==> src/rtl/uart_rx_pkg.sv <==
`default_nettype none
// ============================================================================
// Module      : uart_rx_pkg
// Description : Shared constants for the UART RX path (state codes, defaults).
// Revision    : 1.0 - initial release
// ============================================================================
package uart_rx_pkg;

    localparam int c_DATA_WIDTH_DEF     = 8;
    localparam int c_PRESCALE_WIDTH_DEF = 6;
    localparam int c_PRESCALE_RST       = 8;

    localparam logic [2:0] c_ST_IDLE   = 3'd0;
    localparam logic [2:0] c_ST_START  = 3'd1;
    localparam logic [2:0] c_ST_DATA   = 3'd2;
    localparam logic [2:0] c_ST_PARITY = 3'd3;
    localparam logic [2:0] c_ST_STOP   = 3'd4;

endpackage
`default_nettype wire

==> src/rtl/edge_bit_counter.sv <==
`default_nettype none
// ============================================================================
// Module      : edge_bit_counter
// Description : Oversample edge counter and bit-slot counter with wrap logic.
// Revision    : 1.0 - initial release
// ============================================================================
module edge_bit_counter #(
    parameter int Prescale_width = 6,
    parameter int BIT_CNT_WIDTH  = 4
) (
    input  logic                      clk,
    input  logic                      reset_n,
    input  logic                      enable,
    input  logic [Prescale_width-1:0] prescale_q,
    output logic [Prescale_width-1:0] edge_cnt,
    output logic [BIT_CNT_WIDTH-1:0]  bit_cnt,
    output logic                      end_of_bit
);

    localparam logic [Prescale_width-1:0] c_EDGE_ONE = {{(Prescale_width-1){1'b0}}, 1'b1};
    localparam logic [BIT_CNT_WIDTH-1:0]  c_BIT_ONE  = {{(BIT_CNT_WIDTH-1){1'b0}}, 1'b1};

    logic [Prescale_width-1:0] r_edge_cnt;
    logic [BIT_CNT_WIDTH-1:0]  r_bit_cnt;
    logic [Prescale_width-1:0] w_last_edge;

    assign w_last_edge = prescale_q - c_EDGE_ONE;
    assign end_of_bit  = (r_edge_cnt == w_last_edge);
    assign edge_cnt    = r_edge_cnt;
    assign bit_cnt     = r_bit_cnt;

    // Dropping enable clears both counters so the next frame starts at slot 0.
    always_ff @(posedge clk or negedge reset_n) begin
        if (!reset_n) begin
            r_edge_cnt <= '0;
            r_bit_cnt  <= '0;
        end else if (!enable) begin
            r_edge_cnt <= '0;
            r_bit_cnt  <= '0;
        end else if (end_of_bit) begin
            r_edge_cnt <= '0;
            r_bit_cnt  <= r_bit_cnt + c_BIT_ONE;
        end else begin
            r_edge_cnt <= r_edge_cnt + c_EDGE_ONE;
        end
    end

endmodule
`default_nettype wire

==> src/rtl/uart_rx_ctrl.sv <==
`default_nettype none
// ============================================================================
// Module      : uart_rx_ctrl
// Description : UART receive sequencer: start detect, slot enables, frame flags.
// Revision    : 1.0 - initial release
// ============================================================================
module uart_rx_ctrl
    import uart_rx_pkg::*;
#(
    parameter int DATA_width     = c_DATA_WIDTH_DEF,
    parameter int Prescale_width = c_PRESCALE_WIDTH_DEF
) (
    input  logic                             clk,
    input  logic                             reset_n,
    input  logic                             RX_IN,
    input  logic [Prescale_width-1:0]        Prescale,
    input  logic                             PAR_EN,
    input  logic                             sampled_bit,
    input  logic                             par_err,
    output logic [Prescale_width-1:0]        edge_cnt,
    output logic [$clog2(DATA_width+3)-1:0]  bit_cnt,
    output logic                             dat_samp_en,
    output logic                             deser_en,
    output logic                             par_chk_en,
    output logic                             data_valid,
    output logic                             par_err_flag,
    output logic                             stp_err_flag,
    output logic                             busy
);

    localparam int c_BIT_CNT_WIDTH = $clog2(DATA_width + 3);
    localparam logic [c_BIT_CNT_WIDTH-1:0] c_LAST_DATA_BIT = c_BIT_CNT_WIDTH'(DATA_width);
    localparam logic [Prescale_width-1:0]  c_PRESCALE_INIT = Prescale_width'(c_PRESCALE_RST);

    logic [2:0]                r_state;
    logic [2:0]                w_next_state;
    logic [Prescale_width-1:0] r_prescale_q;
    logic                      r_par_en;
    logic                      r_data_valid;
    logic                      r_par_err_flag;
    logic                      r_stp_err_flag;
    logic                      w_end_of_bit;
    logic                      w_cnt_enable;
    logic                      w_set_dv;
    logic                      w_set_par;
    logic                      w_set_stp;

    // The counter is released on the frame-ending edge so IDLE always reads zero.
    assign w_cnt_enable = (r_state != c_ST_IDLE) && (w_next_state != c_ST_IDLE);

    edge_bit_counter #(
        .Prescale_width (Prescale_width),
        .BIT_CNT_WIDTH  (c_BIT_CNT_WIDTH)
    ) u_edge_bit_counter (
        .clk        (clk),
        .reset_n    (reset_n),
        .enable     (w_cnt_enable),
        .prescale_q (r_prescale_q),
        .edge_cnt   (edge_cnt),
        .bit_cnt    (bit_cnt),
        .end_of_bit (w_end_of_bit)
    );

    always_comb begin
        w_next_state = r_state;
        w_set_dv     = 1'b0;
        w_set_par    = 1'b0;
        w_set_stp    = 1'b0;
        case (r_state)
            c_ST_IDLE: begin
                if (!RX_IN) w_next_state = c_ST_START;
            end
            c_ST_START: begin
                if (w_end_of_bit) w_next_state = sampled_bit ? c_ST_IDLE : c_ST_DATA;
            end
            c_ST_DATA: begin
                if (w_end_of_bit && (bit_cnt == c_LAST_DATA_BIT))
                    w_next_state = r_par_en ? c_ST_PARITY : c_ST_STOP;
            end
            c_ST_PARITY: begin
                if (w_end_of_bit) begin
                    if (par_err) begin
                        w_next_state = c_ST_IDLE;
                        w_set_par    = 1'b1;
                    end else begin
                        w_next_state = c_ST_STOP;
                    end
                end
            end
            c_ST_STOP: begin
                if (w_end_of_bit) begin
                    w_next_state = c_ST_IDLE;
                    w_set_dv     = sampled_bit;
                    w_set_stp    = !sampled_bit;
                end
            end
            default: w_next_state = c_ST_IDLE;
        endcase
    end

    always_ff @(posedge clk or negedge reset_n) begin
        if (!reset_n) begin
            r_state        <= c_ST_IDLE;
            r_prescale_q   <= c_PRESCALE_INIT;
            r_par_en       <= 1'b0;
            r_data_valid   <= 1'b0;
            r_par_err_flag <= 1'b0;
            r_stp_err_flag <= 1'b0;
        end else begin
            r_state        <= w_next_state;
            r_data_valid   <= w_set_dv;
            r_par_err_flag <= w_set_par;
            r_stp_err_flag <= w_set_stp;
            // Frame configuration is frozen once the start edge is taken.
            if (r_state == c_ST_IDLE) begin
                r_prescale_q <= Prescale;
                if (!RX_IN) r_par_en <= PAR_EN;
            end
        end
    end

    assign busy         = (r_state != c_ST_IDLE);
    assign dat_samp_en  = (r_state != c_ST_IDLE);
    assign deser_en     = (r_state == c_ST_DATA);
    assign par_chk_en   = (r_state == c_ST_PARITY);
    assign data_valid   = r_data_valid;
    assign par_err_flag = r_par_err_flag;
    assign stp_err_flag = r_stp_err_flag;

endmodule
`default_nettype wire

==> config.mk <==
export PLATFORM = sky130hd
export DESIGN_NAME = uart_rx_ctrl
export DESIGN_NICKNAME = d
export VERILOG_FILES = /design/src/rtl/uart_rx_pkg.sv /design/src/rtl/edge_bit_counter.sv /design/src/rtl/uart_rx_ctrl.sv
export SDC_FILE = /design/constraint.sdc
export NUM_CORES = 1
export LEC_CHECK = 0
export ABC_AREA = 0
export CORE_AREA = 2 2 52 54
export DETAILED_ROUTE_END_ITERATION = 10
export DIE_AREA = 0 0 54 56
export PLACE_DENSITY = 0.82
export SLEW_MARGIN = 20
export SYNTH_ARGS = -nofsm -noshare
export SYNTH_HDL_FRONTEND = slang
export SYNTH_SLANG_ARGS = --single-unit
==> constraint.sdc <==
create_clock -name clk -period 4.06 [get_ports clk]
set_input_delay 1.218 -clock clk [delete_from_list [all_inputs] [get_ports clk]]
set_output_delay 1.218 -clock clk [all_outputs]
set_load 0.005 [all_outputs]
==> impl_metrics.csv, run 1 <==
group,metric,value,unit
power,p_total,0.351,mW
clock_tree,h-tree-depth,1,
floorplan,fp.dieArea,3020,sq um
sta,slew_headroom,0.652,
clock_tree,cts_setup_buffers,0,
critical_path,worstPathArrival,2.02,ns
route,drt_iter0_drc,23,
sta,fin_tns_setup,0,ns
critical_path,required,2.84,ns
sta,finalCritPeriodShare,0.799,
layout,finalNetCount,179,
synthesis,synth_area_leader_cell,"dfrtp_1",
synthesis,async_reset_ff_frac,1.00,
route,vias_per_cell,5.50,
synthesis,synthAdderAreaFrac,0.0396,
flow_run,drv_cap,0,
place,gp_congestion,0.800,
power,powerDensity,221,nW/um^2
floorplan,core_area,2430,sq um
global_route,grt_pass1_vias,1048,
synthesis,synth_xor_area_frac,0.0832,
synthesis,synth-edff-count,0,
clock_tree,cts_hold_buf,0,
global_route,grt_pass1_wl,4750,um
sta,fin_crit,3.24,ns
route,wl_per_cell,14.2,um
run_status,status,"finished, final reports clean",
critical_path,critPathLaunchType,"flop",
floorplan,ios,29,
sta,whs,0.510,ns
layout,area_delta_synth_final,25.7,%
synthesis,ys_types,38,
layout,stdcell_area,1590,sq um
power,ir_worst_vdd,202,uV
global_route,grtUsageTotal,0.209,
synthesis,synth_simple_gate_area_frac,0.230,
route,drtAntennaViolNets,0,
sta,tightest_slew,0.520,ns
floorplan,start_util,0.520,
floorplan,rows,18,
clock_tree,cts_tree,"done",
synthesis,ys_seq_area_frac,0.456,
critical_path,cp-end-kind,"output port",
global_route,overflow,0,
synthesis,syn-instance-count,134,
synthesis,synth_commonest_cells,"dfrtp_1, nand2_1, nor2_1, xnor2_1, inv_1",
power,p_leak,0.693,nW
place,place_area,1570,sq um
layout,drive_above_1_share,0.0741,
sta,skew,0.0108,ns
place,dp_slack,1.04,ns
clock_tree,numCtsBuffers,3,
synthesis,synth_top_area_frac,0.436,
synthesis,synth_area,1260,sq um
synthesis,synth_top_family_by_area,"simple AND/OR/NAND/NOR gates",
synthesis,synthFlopType,"dfrtp_1",
layout,antenna_cells,0,
hold_path,min_path_type,"reg2reg",
clock_tree,clk_latency,0.31,ns
floorplan,dieWidth,54,um
place,io_buffers,28,
clock_tree,clk_pin_slew,0.13,ns
sta,drv_slew,0,
synthesis,synth_warnings,0,
synthesis,synth.avg_cell_area,9.43,sq um
sta,setup_viol,0,
route,vias,1056,
global_route,antenna_found_initial,0,
route,drcViolationCount,0,
synthesis,synth_mux_area_frac,0.0505,
sta,rsz0062_at_grt,"false",
synthesis,synth_compound_area_frac,0.0960,
synthesis,synthTopCellsByArea,"dfrtp_1, xnor2_1, nand2_1, nor2_1, ha_1",
sta,max_freq,308,MHz
sta,hold_violations,0,
clock_tree,ctsResizeCount,0,
critical_path,path_class,"reg2out",
route,dr.pass1.iters,4,
clock_tree,clockBufferDepth,2,
synthesis,synth_most_common_cell,"dfrtp_1",
global_route,grt_max_degree,24,
route,wl,2720,um
clock_tree,cts_root_buf,"clkbuf_4",
critical_path,crit_fanout,11,
synthesis,ys_seq_elements,23,
place,dp_hpwl,2070,um
synthesis,syn-num-nets,150,
sta,layout_setup_ws,0.818,ns
clock_tree,cts_sinks,23,
floorplan,die_y,56,um
[critical path, cell delays in order (launching register included)]
cell             delay, ns
dfrtp_1               0.52
nor3_1                0.22
buf_4                 0.18
clkinv_1              0.26
clkdlybuf4s50_1       0.54
[logic make-up (layout without fill, tap and decap cells)]
kind of cell             after synthesis  after routing
buffers and inverters                 14             42
adder cells (fa/ha/maj)                4              4
XOR/XNOR                              12             12
AO/OA/AOI/OAI                         17             17
flip-flops                            23             23
AND/OR/NAND/NOR                       59             59
multiplexers                           5              5
[final timing paths]
kind	start	end	slack, ns	cells past startpoint
max reg2reg	r_prescale_q[2]	r_state[1]	1.15	6
min in group asynchronous	reset_n	r_prescale_q[5]	0.85	1
max in group asynchronous	reset_n	r_prescale_q[3]	2.85	1
min	r_prescale_q[3]	r_prescale_q[3]	0.51	2
max	r_state[1]	busy	0.82	4
min reg2reg	r_prescale_q[3]	r_prescale_q[3]	0.51	2
[stage by stage]
stage | utilization | cells
2_1_floorplan | - | 134
3_5_place_dp | 0.644 | 188
3_3_place_gp | 0.644 | 188
5_1_grt | 0.653 | 192
6_report | 0.653 | 192
4_1_cts | 0.655 | 192
[routing by layer]
| layer | global-route usage | vias to the layer above | share of wire |
|---|---|---|---|
| met5 | 0 | - | 0 |
| met4 | 0.0679 | 0 | 0.0048 |
| met3 | 0.0296 | 2 | 0.046 |
| met2 | 0.338 | 33 | 0.50 |
| met1 | 0.281 | 508 | 0.45 |
| li1 | - | 513 | - |
[cell type report]
| cell class | count | area (sq um) |
|---|---|---|
| clock inverter | 1 | 5.00 |
| timing repair buffer | 29 | 283 |
| sequential | 23 | 577 |
| tap | 30 | 37.5 |
| multi-input combinational | 97 | 631 |
| inverter | 9 | 33.8 |
| clock buffer | 3 | 22.5 |
| fill | 228 | 843 |
[power breakdown]
part,total [mW],internal [mW],switching (mW)
combinational,0.0188,0.0111,0.00769
clock,0.102,0.0367,0.0656
sequential,0.230,0.230,0.000600
[layout by cell type, fill, tap and decap left out, types with 2 or more instances in the layout]
cell type / Yosys / final
or3_1: 3 / 3
o21ai_0: 5 / 5
inv_1: 8 / 8
mux2i_1: 3 / 3
xnor2_1: 9 / 9
nor2_1: 15 / 15
a21oi_1: 3 / 3
nand2_1: 17 / 17
clkdlybuf4s50_1: 0 / 27
xor2_1: 3 / 3
nand3_1: 6 / 6
nor3_1: 5 / 5
o21ai_1: 2 / 2
ha_1: 4 / 4
a31oi_1: 2 / 2
clkbuf_4: 0 / 3
nor2b_1: 2 / 2
dfrtp_1: 22 / 22
[state kept, by name, summed over array words and instances, names as in the netlist]
name	flops
r_prescale_q	6
u_edge_bit_counter.edge_cnt	6
u_edge_bit_counter.bit_cnt	4
r_state	3
data_valid	1
par_err_flag	1
r_par_en	1
stp_err_flag	1
Power figures use the tool's default switching activity.
==> run 2, diff against run 1 <==
CORE_AREA = 2 2 57 59   (was 2 2 52 54)
DIE_AREA = 0 0 59 61   (was 0 0 54 56)
PLACE_DENSITY = 0.72   (was 0.82)
clock period = 2.7 ns   (was 4.06 ns; I/O delays follow)
==> run 2 against run 1 <==
Against the previous run:
- total power is 51% higher
- critical path depth up 3
- sequential share of layout area shrank 1.9 points
- first-iteration DRC count fell by 8.7%
- clock power grew 52%
- non-clock buffer count grew 10
- via count grew 0.66%
- hold slack about the same
- final cell count up 6.8%
- register-to-register slack lost 0.97 ns
- core utilization decreased by 8.5 points
- critical endpoint is now u_edge_bit_counter.bit_cnt[3]
- largest power group unchanged
- highest routed layer unchanged
==> impl_metrics.csv, run 2 (same netlist as run 1, synthesis figures left out) <==
group,metric,value,unit
layout,finalNetCount,189,
critical_path,path_class,"reg2reg",
hold_path,min_path_type,"reg2reg",
critical_path,required,2.94,ns
route,dr.pass1.iters,4,
run_status,status,"finished, final reports clean",
sta,rsz0062_at_grt,"false",
power,power.internal,0.421,mW
power,netSwitchingPower,0.110,mW
floorplan,core_area,2950,sq um
sta,max_freq,397,MHz
clock_tree,cts_root_buf,"clkbuf_4",
place,dp_slack,0.0810,ns
global_route,grt_max_degree,14,
sta,layout_setup_ws,0.178,ns
global_route,grt_pass1_vias,1017,
place,place_area,1620,sq um
floorplan,start_util,0.428,
power,comb_power_share,0.057,
layout,antenna_cells,0,
floorplan,fp.dieArea,3600,sq um
sta,finalCritPeriodShare,0.934,
global_route,gr-max-usage-layer,"met2",
power,p_total,0.531,mW
critical_path,crit_fanout,5,
power,clkPwrFrac,0.292,
floorplan,rows,20,
sta,setup_viol,0,
clock_tree,h-tree-depth,1,
sta,tightest_slew,0.566,ns
floorplan,ios,29,
layout,stdcell_area,1680,sq um
sta,slew_headroom,0.622,
power,powerDensity,317,nW/um^2
clock_tree,cts_sinks,23,
sta,drv_slew,0,
clock_tree,clk_latency,0.30,ns
route,drt_iter0_drc,21,
critical_path,critPathLaunchType,"flop",
layout,drive_above_1_share,0.128,
place,io_buffers,28,
global_route,grt_pass1_wl,4270,um
global_route,met1_usage,0.192,
critical_path,worstPathArrival,2.76,ns
floorplan,die_y,61,um
place,gp_congestion,0.899,
route,vias,1063,
power,p_leak,0.736,nW
power,seqPwrFrac,0.651,
sta,fin_tns_setup,0,ns
sta,fin_crit,2.52,ns
route,wl,2580,um
layout,layout_common_cells,"clkdlybuf4s50_1, dfrtp_1, nand2_1, nor2_1, buf_4",
global_route,overflow,0,
flow_run,drv_cap,0,
route,vias_per_cell,5.19,
place,dp_hpwl,1980,um
floorplan,dieWidth,59,um
global_route,antenna_found_initial,0,
critical_path,cp-end-kind,"flop",
global_route,grt.met2_usage,0.281,
route,drtAntennaViolNets,0,
sta,skew,0.00841,ns
sta,hold_violations,0,
layout,area_delta_synth_final,32.8,%
power,swShare,0.208,
global_route,use_met3,0.0277,
clock_tree,clockBufferDepth,2,
clock_tree,clk_pin_slew,0.12,ns
global_route,grtUsageTotal,0.158,
layout,layout_commonest_cell,"clkdlybuf4s50_1",
layout,nFillCells,294,
route,wl_per_cell,12.6,um
route,drcViolationCount,0,
clock_tree,cts_tree,"done",
clock_tree,numCtsBuffers,3,
power,ir_worst_vdd,183,uV
==> run 2: changes by cell type in the layout (fill, tap and decap cells not counted), sizes merged <==
cell	delta
clkbuf	+1
buf	+9
clkdlybuf4s50	+1
clkinv	-1
==> run 2: path summary, 6_finish.rpt <==
kind / from / endpoint / slack [ns] / depth (start not counted)
setup / recovery: r_prescale_q[1] / u_edge_bit_counter.bit_cnt[3] / 0.18 / 7
min in group asynchronous: reset_n / r_prescale_q[5] / 0.86 / 1
hold / removal: r_prescale_q[3] / r_prescale_q[3] / 0.51 / 2
hold reg to reg: r_prescale_q[3] / r_prescale_q[3] / 0.51 / 2
setup reg to reg: r_prescale_q[1] / u_edge_bit_counter.bit_cnt[3] / 0.18 / 7
max in group asynchronous: reset_n / r_par_en / 1.28 / 2
==> run 2: layout make-up <==
type,count,area [sq um],area share
Timing Repair Buffer,39,363,0.216
Multi-Input combinational cell,97,636,0.379
Tap cell,33,41.3,0.0246
Clock buffer,4,26.3,0.0157
Sequential cell,23,577,0.344
Inverter,9,35.0,0.0209
==> run 2: power groups by stage <==
stage	Combinational (mW)	Sequential [mW]	Clock (mW)
after floorplan	0.00503	0.352	0
after global placement	0.0299	0.353	0
after detailed placement	0.0312	0.353	0
after CTS	0.0312	0.346	0.165
after global routing	0.0334	0.346	0.180
final	0.0303	0.346	0.155
==> run 2: layer usage <==
layer,routed length [um],vias to the layer above,share of wire
li1,-,531,-
met1,1180,505,0.46
met2,1270,25,0.49
met3,120,2,0.047
met4,9,0,0.0035
met5,0,-,0
==> run 2: timing repair <==
action / 4_1_cts / 5_1_grt
pin swaps: 0 / 2
gates resized for setup: 1 / 1
setup endpoints to repair: 2 / 3
endpoints found under the hold margin: 0 / 0
buffers inserted: 0 / 3
hold buffers: 0 / 0
==> run 2: metrics by stage <==
step / instances / util / hold WS, ns
finish: 205 / 0.568 / 0.510
global placement: 198 / 0.550 / 0.481
detailed placement: 198 / 0.550 / 0.492
CTS: 202 / 0.559 / 0.515
global route: 205 / 0.568 / 0.528
floorplan: 134 / - / 0.463
==> run 2: worst max-delay path: stages, from the launching register on <==
cell and delay [ns]:
dfrtp_1 0.42, or4_1 0.54, or3_4 0.35, a2111oi_4 0.33, nand2_2 0.15, buf_4 0.17, or3_1 0.33, a21oi_1 0.16
